### src/rtl/snn_mac_pkg.sv
// Shared definitions for the binary-weight serial MAC: weight encoding,
// beat-sum width helper and the saturating clamp used by the accumulator.
package snn_mac_pkg;

  localparam logic W_NEG = 1'b0;
  localparam logic W_POS = 1'b1;

  // Signed width able to hold -lanes..+lanes.
  function automatic int beat_sum_width(input int lanes);
    return $clog2(lanes) + 2;
  endfunction

  // Clamp a wide signed value into the signed range of `width` bits.
  function automatic logic signed [63:0] sat_acc(input logic signed [63:0] value,
                                                 input int unsigned      width);
    logic signed [63:0] hi;
    logic signed [63:0] lo;
    hi = (64'sd1 <<< (width - 1)) - 64'sd1;
    lo = -(64'sd1 <<< (width - 1));
    if (value > hi) return hi;
    if (value < lo) return lo;
    return value;
  endfunction

endpackage

### src/rtl/binary_lane_adder.sv
// Combinational per-lane binary-weight product and sum for one beat.
module binary_lane_adder
  import snn_mac_pkg::*;
#(
  parameter int LANES = 8
) (
  input  logic [LANES-1:0]                       x,
  input  logic [LANES-1:0]                       w,
  output logic signed [beat_sum_width(LANES)-1:0] beat_sum
);

  localparam int SUM_W = beat_sum_width(LANES);

  always_comb begin
    beat_sum = '0;
    for (int unsigned i = 0; i < LANES; i++) begin
      if (x[i]) begin
        case (w[i])
          W_POS: beat_sum = beat_sum + SUM_W'(1);
          W_NEG: beat_sum = beat_sum - SUM_W'(1);
        endcase
      end
    end
  end

endmodule

### src/rtl/binary_mac_serial.sv
// Time-multiplexed binary-weight MAC: accumulates LANES synapses per beat,
// adds a signed bias and hands one saturated sum per vector downstream.
module binary_mac_serial
  import snn_mac_pkg::*;
#(
  parameter int N_INPUTS = 64,
  parameter int LANES    = 8,
  parameter int BIAS_W   = 8,
  parameter int ACC_W    = 8
) (
  input  logic                     clk,
  input  logic                     reset,
  input  logic                     in_valid,
  output logic                     in_ready,
  input  logic [LANES-1:0]         x_in,
  input  logic [LANES-1:0]         w_in,
  input  logic signed [BIAS_W-1:0] bias,
  output logic                     out_valid,
  input  logic                     out_ready,
  output logic signed [ACC_W-1:0]  y_out,
  output logic                     busy
);

  localparam int BEATS = N_INPUTS / LANES;
  localparam int CNT_W = (BEATS > 1) ? $clog2(BEATS) : 1;
  localparam int SUM_W = beat_sum_width(LANES);

  typedef enum logic {ACCUM, HOLD} state_t;

  state_t                     state_q, state_d;
  logic [CNT_W-1:0]           beat_cnt;
  logic signed [ACC_W-1:0]    acc;
  logic signed [SUM_W-1:0]    beat_sum;
  logic signed [ACC_W-1:0]    acc_nxt;
  logic signed [63:0]         base;
  logic                       accept;
  logic                       first_beat;
  logic                       last_beat;

  binary_lane_adder #(.LANES(LANES)) u_lane_adder (
    .x        (x_in),
    .w        (w_in),
    .beat_sum (beat_sum)
  );

  assign out_valid  = (state_q == HOLD);
  assign in_ready   = ~out_valid | out_ready;
  assign accept     = in_valid & in_ready;
  assign busy       = (beat_cnt != '0);
  assign first_beat = (beat_cnt == '0);
  assign last_beat  = (beat_cnt == CNT_W'(BEATS - 1));

  // Wide signed arithmetic cannot overflow, so clamping it matches an ACC_W+1 sum.
  always_comb begin
    base    = first_beat ? 64'(bias) : 64'(acc);
    acc_nxt = ACC_W'(sat_acc(base + 64'(beat_sum), ACC_W));
  end

  always_comb begin
    state_d = state_q;
    if (accept && last_beat)
      state_d = HOLD;
    else if (state_q == HOLD && out_ready)
      state_d = ACCUM;
  end

  always_ff @(posedge clk) begin
    if (reset) begin
      state_q  <= ACCUM;
      beat_cnt <= '0;
      acc      <= '0;
      y_out    <= '0;
    end else begin
      state_q <= state_d;
      if (accept) begin
        acc      <= acc_nxt;
        beat_cnt <= last_beat ? '0 : beat_cnt + CNT_W'(1);
        if (last_beat)
          y_out <= acc_nxt;
      end
    end
  end

endmodule

### config.mk
export PLATFORM = sky130hd
export DESIGN_NAME = binary_mac_serial
export DESIGN_NICKNAME = d
export VERILOG_FILES = /design/src/rtl/snn_mac_pkg.sv /design/src/rtl/binary_lane_adder.sv /design/src/rtl/binary_mac_serial.sv
export SDC_FILE = /design/constraint.sdc
export NUM_CORES = 1
export LEC_CHECK = 0
export BUFFER_PORTS_ARGS = -buffer_cell sky130_fd_sc_hd__buf_2
export CORE_MARGIN = 2
export CORE_UTILIZATION = 34
export CTS_BUF_LIST = sky130_fd_sc_hd__clkbuf_2 sky130_fd_sc_hd__clkbuf_4 sky130_fd_sc_hd__clkbuf_8
export CTS_CLUSTER_DIAMETER = 100
export CTS_CLUSTER_SIZE = 25
export DETAILED_ROUTE_END_ITERATION = 6
export SYNTH_ARGS = -nofsm -noshare
export SYNTH_HDL_FRONTEND = slang
export SYNTH_HIERARCHICAL = 1
export SYNTH_SLANG_ARGS = --single-unit
### constraint.sdc
create_clock -name clk -period 18.81 [get_ports clk]
set_input_delay 3.762 -clock clk [delete_from_list [all_inputs] [get_ports clk]]
set_output_delay 3.762 -clock clk [all_outputs]
set_load 0.02 [all_outputs]
# [After elaboration in Yosys (flattened, before gate mapping)]
# Index checks and enable logic that the tools add are counted.
[word_totals] register_bits=20 in_bits=28 output_inout_bits=11 word_cells=67
[op_classes] addsub=16 order_cmp=2 eq_ne=1 n_mux=27 n_bitwise=11 n_reduce_logical=6
[op_table] cell="5-bit case mux with 2 select lines" count=8
[op_table] cell="64-bit by 5-bit adder with 64-bit output" count=1
[op_table] cell="64-bit by 8-bit > comparator with 1-bit output, second input constant" count=1
[op_table] cell="64-bit by 8-bit less-than comparator with 1-bit output, second input constant" count=1
[op_table] cell="64-bit 2-to-1 mux" count=1
[op_table] cell="5-bit 2-to-1 mux" count=8
[op_table] cell="5-bit by 2-bit adder with 5-bit output, second input constant" count=7
[op_table] cell="5-bit by 2-bit subtractor with 5-bit output, second input constant" count=7
[op_table] cell="8-bit 2-to-1 mux" count=4
[op_table] cell="1-bit inverter" count=9
[op_table] cell="1-bit 2-to-1 mux" count=5
[op_table] cell="3-bit by 1-bit adder with 3-bit output, second input constant" count=1
[op_table] cell="3-bit equality test, second input constant" count=1
[op_table] cell="3-bit logical NOT" count=1
[op_table] cell="3-bit 2-to-1 mux" count=1
[op_table] cell="3-bit nonzero test" count=1
[op_table] cell="1-bit logical AND" count=2
[op_table] cell="2-bit AND reduction" count=1
[op_table] cell="2-bit nonzero test" count=1
[op_table] cell="1-bit bitwise AND" count=1
[op_table] cell="1-bit OR" count=1

# [Depth between registers and ports, before layout]
[depth] ltp_word=30 ltp_mapped=47

# [Hierarchy]
# Netlist, hierarchy kept.
[modules_own_cells] module="binary_mac_serial" instances=1 cells_each=257 area_each_um2=2511.2 seq_area_each_um2=400.4
[modules_own_cells] module="binary_lane_adder" instances=1 cells_each=160 area_each_um2=1368.8 seq_area_each_um2=0.0

# [Worst setup path after synthesis]
# OpenSTA, ideal clock, no wires.
[synth_path] kind="in2reg" from="in x_in[0]" to="reg acc[3]" arrival_time_ns=14.712 required_time_ns=18.730 setup_slack_ns=4.018 stages=46 path_buffers=1 path_cell_list="inv_1 -> nor2_1 -> fa_1 -> and2_1 -> or2_2 -> inv_1 -> fa_1 -> fa_1 -> a21boi_0 -> ha_1 -> a21oi_1 -> o21ai_0 -> xor2_1 -> mux2_2 -> ha_1 -> xnor2_1 -> a211oi_1 -> ha_1 -> [... 10 more ...] -> nand2_1 -> xnor2_1 -> xnor3_1 -> ha_1 -> or2_2 -> and2_1 -> a21oi_1 -> o21bai_1 -> buf_2 -> fa_1 -> fa_1 -> inv_1 -> fa_1 -> nor4b_1 -> nand4_1 -> nor3_1 -> o211ai_1 -> o211ai_1"
[synth_via] elab_chain_cells=28
[synth_lines] element="start, declared" line_no="binary_mac_serial.sv:15" text="input logic [LANES-1:0] x_in,"
[synth_lines] element="5-bit 2-to-1 mux *" line_no="binary_lane_adder.sv:17" text="if (x[i]) begin"
[synth_lines] element="5-bit by 2-bit subtractor with 5-bit output or 5-bit by 2-bit adder with 5-bit output (tied branches)" line_no="binary_lane_adder.sv:20, binary_lane_adder.sv:19"
[synth_lines] element="5-bit case mux with 2 select lines" line_no="binary_lane_adder.sv:18" text="case (w[i])"
[synth_lines] element="5-bit 2-to-1 mux *" line_no="binary_lane_adder.sv:17"
[synth_lines] element="5-bit by 2-bit subtractor with 5-bit output or 5-bit by 2-bit adder with 5-bit output (tied branches)" line_no="binary_lane_adder.sv:20, binary_lane_adder.sv:19"
[synth_lines] element="5-bit case mux with 2 select lines" line_no="binary_lane_adder.sv:18"
[synth_lines] element="5-bit 2-to-1 mux *" line_no="binary_lane_adder.sv:17"
[synth_lines] element="5-bit by 2-bit subtractor with 5-bit output or 5-bit by 2-bit adder with 5-bit output (tied branches)" line_no="binary_lane_adder.sv:20, binary_lane_adder.sv:19"
[synth_lines] element="[... 12 more ...]"
[synth_lines] element="5-bit case mux with 2 select lines" line_no="binary_lane_adder.sv:18"
[synth_lines] element="5-bit 2-to-1 mux *" line_no="binary_lane_adder.sv:17"
[synth_lines] element="via beat_sum[4]" line_no="binary_mac_serial.sv:33" text="logic signed [SUM_W-1:0] beat_sum;"
[synth_lines] element="64-bit by 5-bit adder with 64-bit output *" line_no="binary_mac_serial.sv:56" text="acc_nxt = ACC_W'(sat_acc(base + 64'(beat_sum), ACC_W));"
[synth_lines] element="64-bit by 8-bit less-than comparator with 1-bit output" line_no="snn_mac_pkg.sv:21" text="if (value < lo) return lo;"
[synth_lines] element="1-bit 2-to-1 mux (2 in series)" line_no="snn_mac_pkg.sv:21"
[synth_lines] element="8-bit 2-to-1 mux" line_no="snn_mac_pkg.sv:22" text="return value;"
[synth_lines] element="8-bit 2-to-1 mux *" line_no="snn_mac_pkg.sv:21"
[synth_lines] element="end signal, assigned" line_no="binary_mac_serial.sv:76" text="acc <= acc_nxt;"
[synth_lines] element="end, declared" line_no="binary_mac_serial.sv:32" text="logic signed [ACC_W-1:0] acc;"
# Mark *: on every way through the listed nets, which the timed path passes. The rest lies on a longest branch. The select of a mux whose other input is x is not followed.
# A chain may end at the register's enable or synchronous reset.

# [Worst setup path in the final report]
[layout_path] from="in x_in[0]" to="reg y_out[6]"
[layout_via] elab_chain_cells=28
[layout_lines] element="5-bit 2-to-1 mux *" line_no="binary_lane_adder.sv:17"
[layout_lines] element="5-bit by 2-bit subtractor with 5-bit output or 5-bit by 2-bit adder with 5-bit output (tied branches)" line_no="binary_lane_adder.sv:20, binary_lane_adder.sv:19"
[layout_lines] element="5-bit case mux with 2 select lines" line_no="binary_lane_adder.sv:18"
[layout_lines] element="5-bit 2-to-1 mux *" line_no="binary_lane_adder.sv:17"
[layout_lines] element="5-bit by 2-bit subtractor with 5-bit output or 5-bit by 2-bit adder with 5-bit output (tied branches)" line_no="binary_lane_adder.sv:20, binary_lane_adder.sv:19"
[layout_lines] element="5-bit case mux with 2 select lines" line_no="binary_lane_adder.sv:18"
[layout_lines] element="5-bit 2-to-1 mux *" line_no="binary_lane_adder.sv:17"
[layout_lines] element="5-bit by 2-bit subtractor with 5-bit output or 5-bit by 2-bit adder with 5-bit output (tied branches)" line_no="binary_lane_adder.sv:20, binary_lane_adder.sv:19"
[layout_lines] element="[... 12 more ...]"
[layout_lines] element="5-bit case mux with 2 select lines" line_no="binary_lane_adder.sv:18"
[layout_lines] element="5-bit 2-to-1 mux *" line_no="binary_lane_adder.sv:17"
[layout_lines] element="via beat_sum[4]" line_no="binary_mac_serial.sv:33"
[layout_lines] element="64-bit by 5-bit adder with 64-bit output *" line_no="binary_mac_serial.sv:56"
[layout_lines] element="64-bit by 8-bit less-than comparator with 1-bit output" line_no="snn_mac_pkg.sv:21"
[layout_lines] element="1-bit 2-to-1 mux (2 in series)" line_no="snn_mac_pkg.sv:21"
[layout_lines] element="8-bit 2-to-1 mux" line_no="snn_mac_pkg.sv:22"
[layout_lines] element="8-bit 2-to-1 mux *" line_no="snn_mac_pkg.sv:21"
[layout_lines] element="end signal, assigned" line_no="binary_mac_serial.sv:79" text="y_out <= acc_nxt;"
[layout_lines] element="end, declared" line_no="binary_mac_serial.sv:20" text="output logic signed [ACC_W-1:0] y_out,"
# Marked as above.

==> flow_summary.json <==
{
  "port_buffers": 38,
  "r2r_cells": 18,
  "io_pins": 39,
  "cap_viol_max_count": 0,
  "fmax_mhz": 67.3,
  "cts_root_buf": "clkbuf_8",
  "start_kind": "input port",
  "ys_seq_elements": 20,
  "cts_tree": "done",
  "hold_viol": 0,
  "synth_commonest_cells": "fa_1 (45), inv_1 (42), a21oi_1 (33)",
  "crit_type": "input port to flop",
  "wirelength_microns": 8400,
  "diodes": 0,
  "initial_utilization_pct": 34.4,
  "crit_arrival_ns": 14.99,
  "clock-sinks": 20,
  "rsz0062_at_grt": "false",
  "grt_pass1_vias": 3191,
  "area_growth_pct": 8.06,
  "dieArea_sq_mm": 0.0123,
  "slowest_stage": "o21bai_1",
  "post_cts_buffers": 0,
  "status": "complete, no violations",
  "synthDominantCellAreaShare_pct": 23.2,
  "hp-start": "acc[7]",
  "cts_resized": 0,
  "tightest_slew_ns": 0.935,
  "syn_area_sq_mm": 0.00388,
  "synthMuxAreaShare_pct": 4.22,
  "relSlewSlack_pct": 37.5,
  "holdPathEnd": "acc[7]",
  "clock_skew_ns": 0.00272,
  "synthSimpleGateAreaFrac_pct": 15.3,
  "wl_per_cell_microns": 14.3,
  "r2r_start": "beat_cnt[0]",
  "drive_gt1_share_pct": 17.1,
  "drtIter0Drc": 99,
  "die_w_microns": 111,
  "core-area_sq_mm": 0.0113,
  "hold-path-cell-count": 2,
  "synth_compound_area_share_pct": 21.6,
  "syn-num-nets": 519,
  "async_reset_ff_share_pct": 0,
  "yosys_most_used_dff": "dfxtp_1",
  "first_pass_iters": 4,
  "crit_fanout": 29,
  "post-route-period-util_pct": 79.0,
  "syn_avg_cell_area_sq_um": 9.30,
  "endpoint_kind": "flop",
  "cts_hold_buf": 0,
  "synth_area_leaders": "fa_1 (23%), dfxtp_1 (10%), ha_1 (9.4%)",
  "critical-path-max-stage-delay_ns": 0.61,
  "gr-total-overflow": 0,
  "synth.distinct_cells": 68,
  "worstReg2RegEnd": "y_out[6]",
  "fin_setup_tns_ns": 0,
  "clkLatencyLatePin_ns": 0.26,
  "yosysMostFrequentCell": "fa_1",
  "seq_area_frac_synth_pct": 10.3,
  "rows": 39,
  "hp-class": "flop to flop",
  "routed-via-count": 3084,
  "period_needed_ns": 14.86,
  "numCtsBuffers": 3,
  "track_usage_pct": 14.1,
  "clk_path_buf_depth": 2,
  "synth_xor_area_share_pct": 8.22,
  "antenna_found_initial": 0,
  "crit_required_ns": 18.94,
  "clk_pin_slew_ns": 0.08,
  "final_nets": 547,
  "grt_max_degree": 30,
  "drv_slew": 0,
  "r2r_setup_slack_ns": 12.73,
  "drcViolationCount": 0,
  "die_y_microns": 111,
  "synthCells": 417,
  "antenna_left": 0,
  "fin_util_pct": 37.2,
  "synth_area_leader_cell": "fa_1",
  "dp_hpwl_microns": 6850,
  "gp_congestion": 0.878,
  "cts_max_level": 1,
  "synth-edff-count": 0,
  "grt_pass1_wl_microns": 15000,
  "viasPerCell": 5.25,
  "synth_top_family_by_area": "adder cells",
  "synthAdderAreaFrac_pct": 32.6,
  "yosys_warnings": 6,
  "setup_viol": 0
}
cell families after synthesis:
| logic type | Yosys count |
|---|---|
| compound gates | 117 |
| simple gates | 103 |
| fa+ha+maj | 74 |
| buf+inv | 59 |
| xor+xnor | 29 |
| flops | 20 |
| mux | 15 |
sequential cells by signal (all words and copies together) (netlist names):
register,cells
acc,8
y_out,8
beat_cnt,3
out_valid,1
worst max-delay path by stage:
stage / startpoint / end / slack [ns] / cells after the start
CTS: x_in[0] / acc[6] / 3.87 / 47
floorplan: x_in[0] / acc[3] / 4.02 / 46
global placement: x_in[0] / y_out[6] / 3.84 / 45
global route: x_in[0] / y_out[6] / 2.90 / 47
detailed placement: x_in[0] / acc[6] / 3.57 / 47
finish: x_in[0] / y_out[6] / 3.95 / 47
routing by layer:
layer  vias to the layer above  wire length (microns)  track usage (%)
li1                       1526                      -                -
met4                         0                     55             1.92
met3                         7                    246             1.26
met2                        44                   4360             25.9
met1                      1507                   3730             18.5
met5                         -                      0                0
cells in the final DEF (no fill, tap or decap), drive strengths merged, types with 4 or more instances in the layout:
cell type	synthesis	routed
nand3	8	8
nand2	29	29
a211oi	4	4
inv	42	42
xnor2	17	17
a21o	22	22
mux2	11	11
o211ai	14	14
nor2	12	12
nor4b	4	4
nor4	5	5
nor2b	4	4
buf	5	40
a21oi	33	33
nand4	5	5
fa	45	45
xor2	8	8
nor3	5	5
ha	29	29
o21ai	12	12
o21bai	4	4
a22oi	8	8
or2	5	5
xnor3	4	4
mux2i	4	4
dfxtp	20	20
cell type report:
class,count,area [sq um]
fill,1135,7080
inverter,42,158
sequential,20,400
multi-input combinational,338,3180
tap,143,179
clock buffer,3,41.3
timing repair buffer,40,205
clock inverter,1,30.0
metrics by stage:
| step | hold WS [ns] | cell area (sq um) | setup WS [ns] | instances |
|---|---|---|---|---|
| after floorplan | 0.434 | 3880 | 4.02 | 417 |
| after global placement | 0.447 | 4120 | 3.84 | 583 |
| after detailed placement | 0.454 | 4120 | 3.57 | 583 |
| after global routing | 0.506 | 4190 | 2.90 | 587 |
| after CTS | 0.466 | 4190 | 3.87 | 587 |
| final | 0.470 | 4190 | 3.95 | 587 |
critical path, delay by kind of cell:
family | cells | cell delay (ns)
AOI/OAI and AO/OA | 9 | 1.87
xor gates and xnor gates | 6 | 1.26
adders and majority gates | 12 | 3.97
buffers and inverters | 5 | 0.86
muxes | 2 | 0.46
and+or+nand+nor | 13 | 2.80
Power is not shown: default switching activity piles up to over one toggle a cycle in this logic, so the estimate is an artifact.
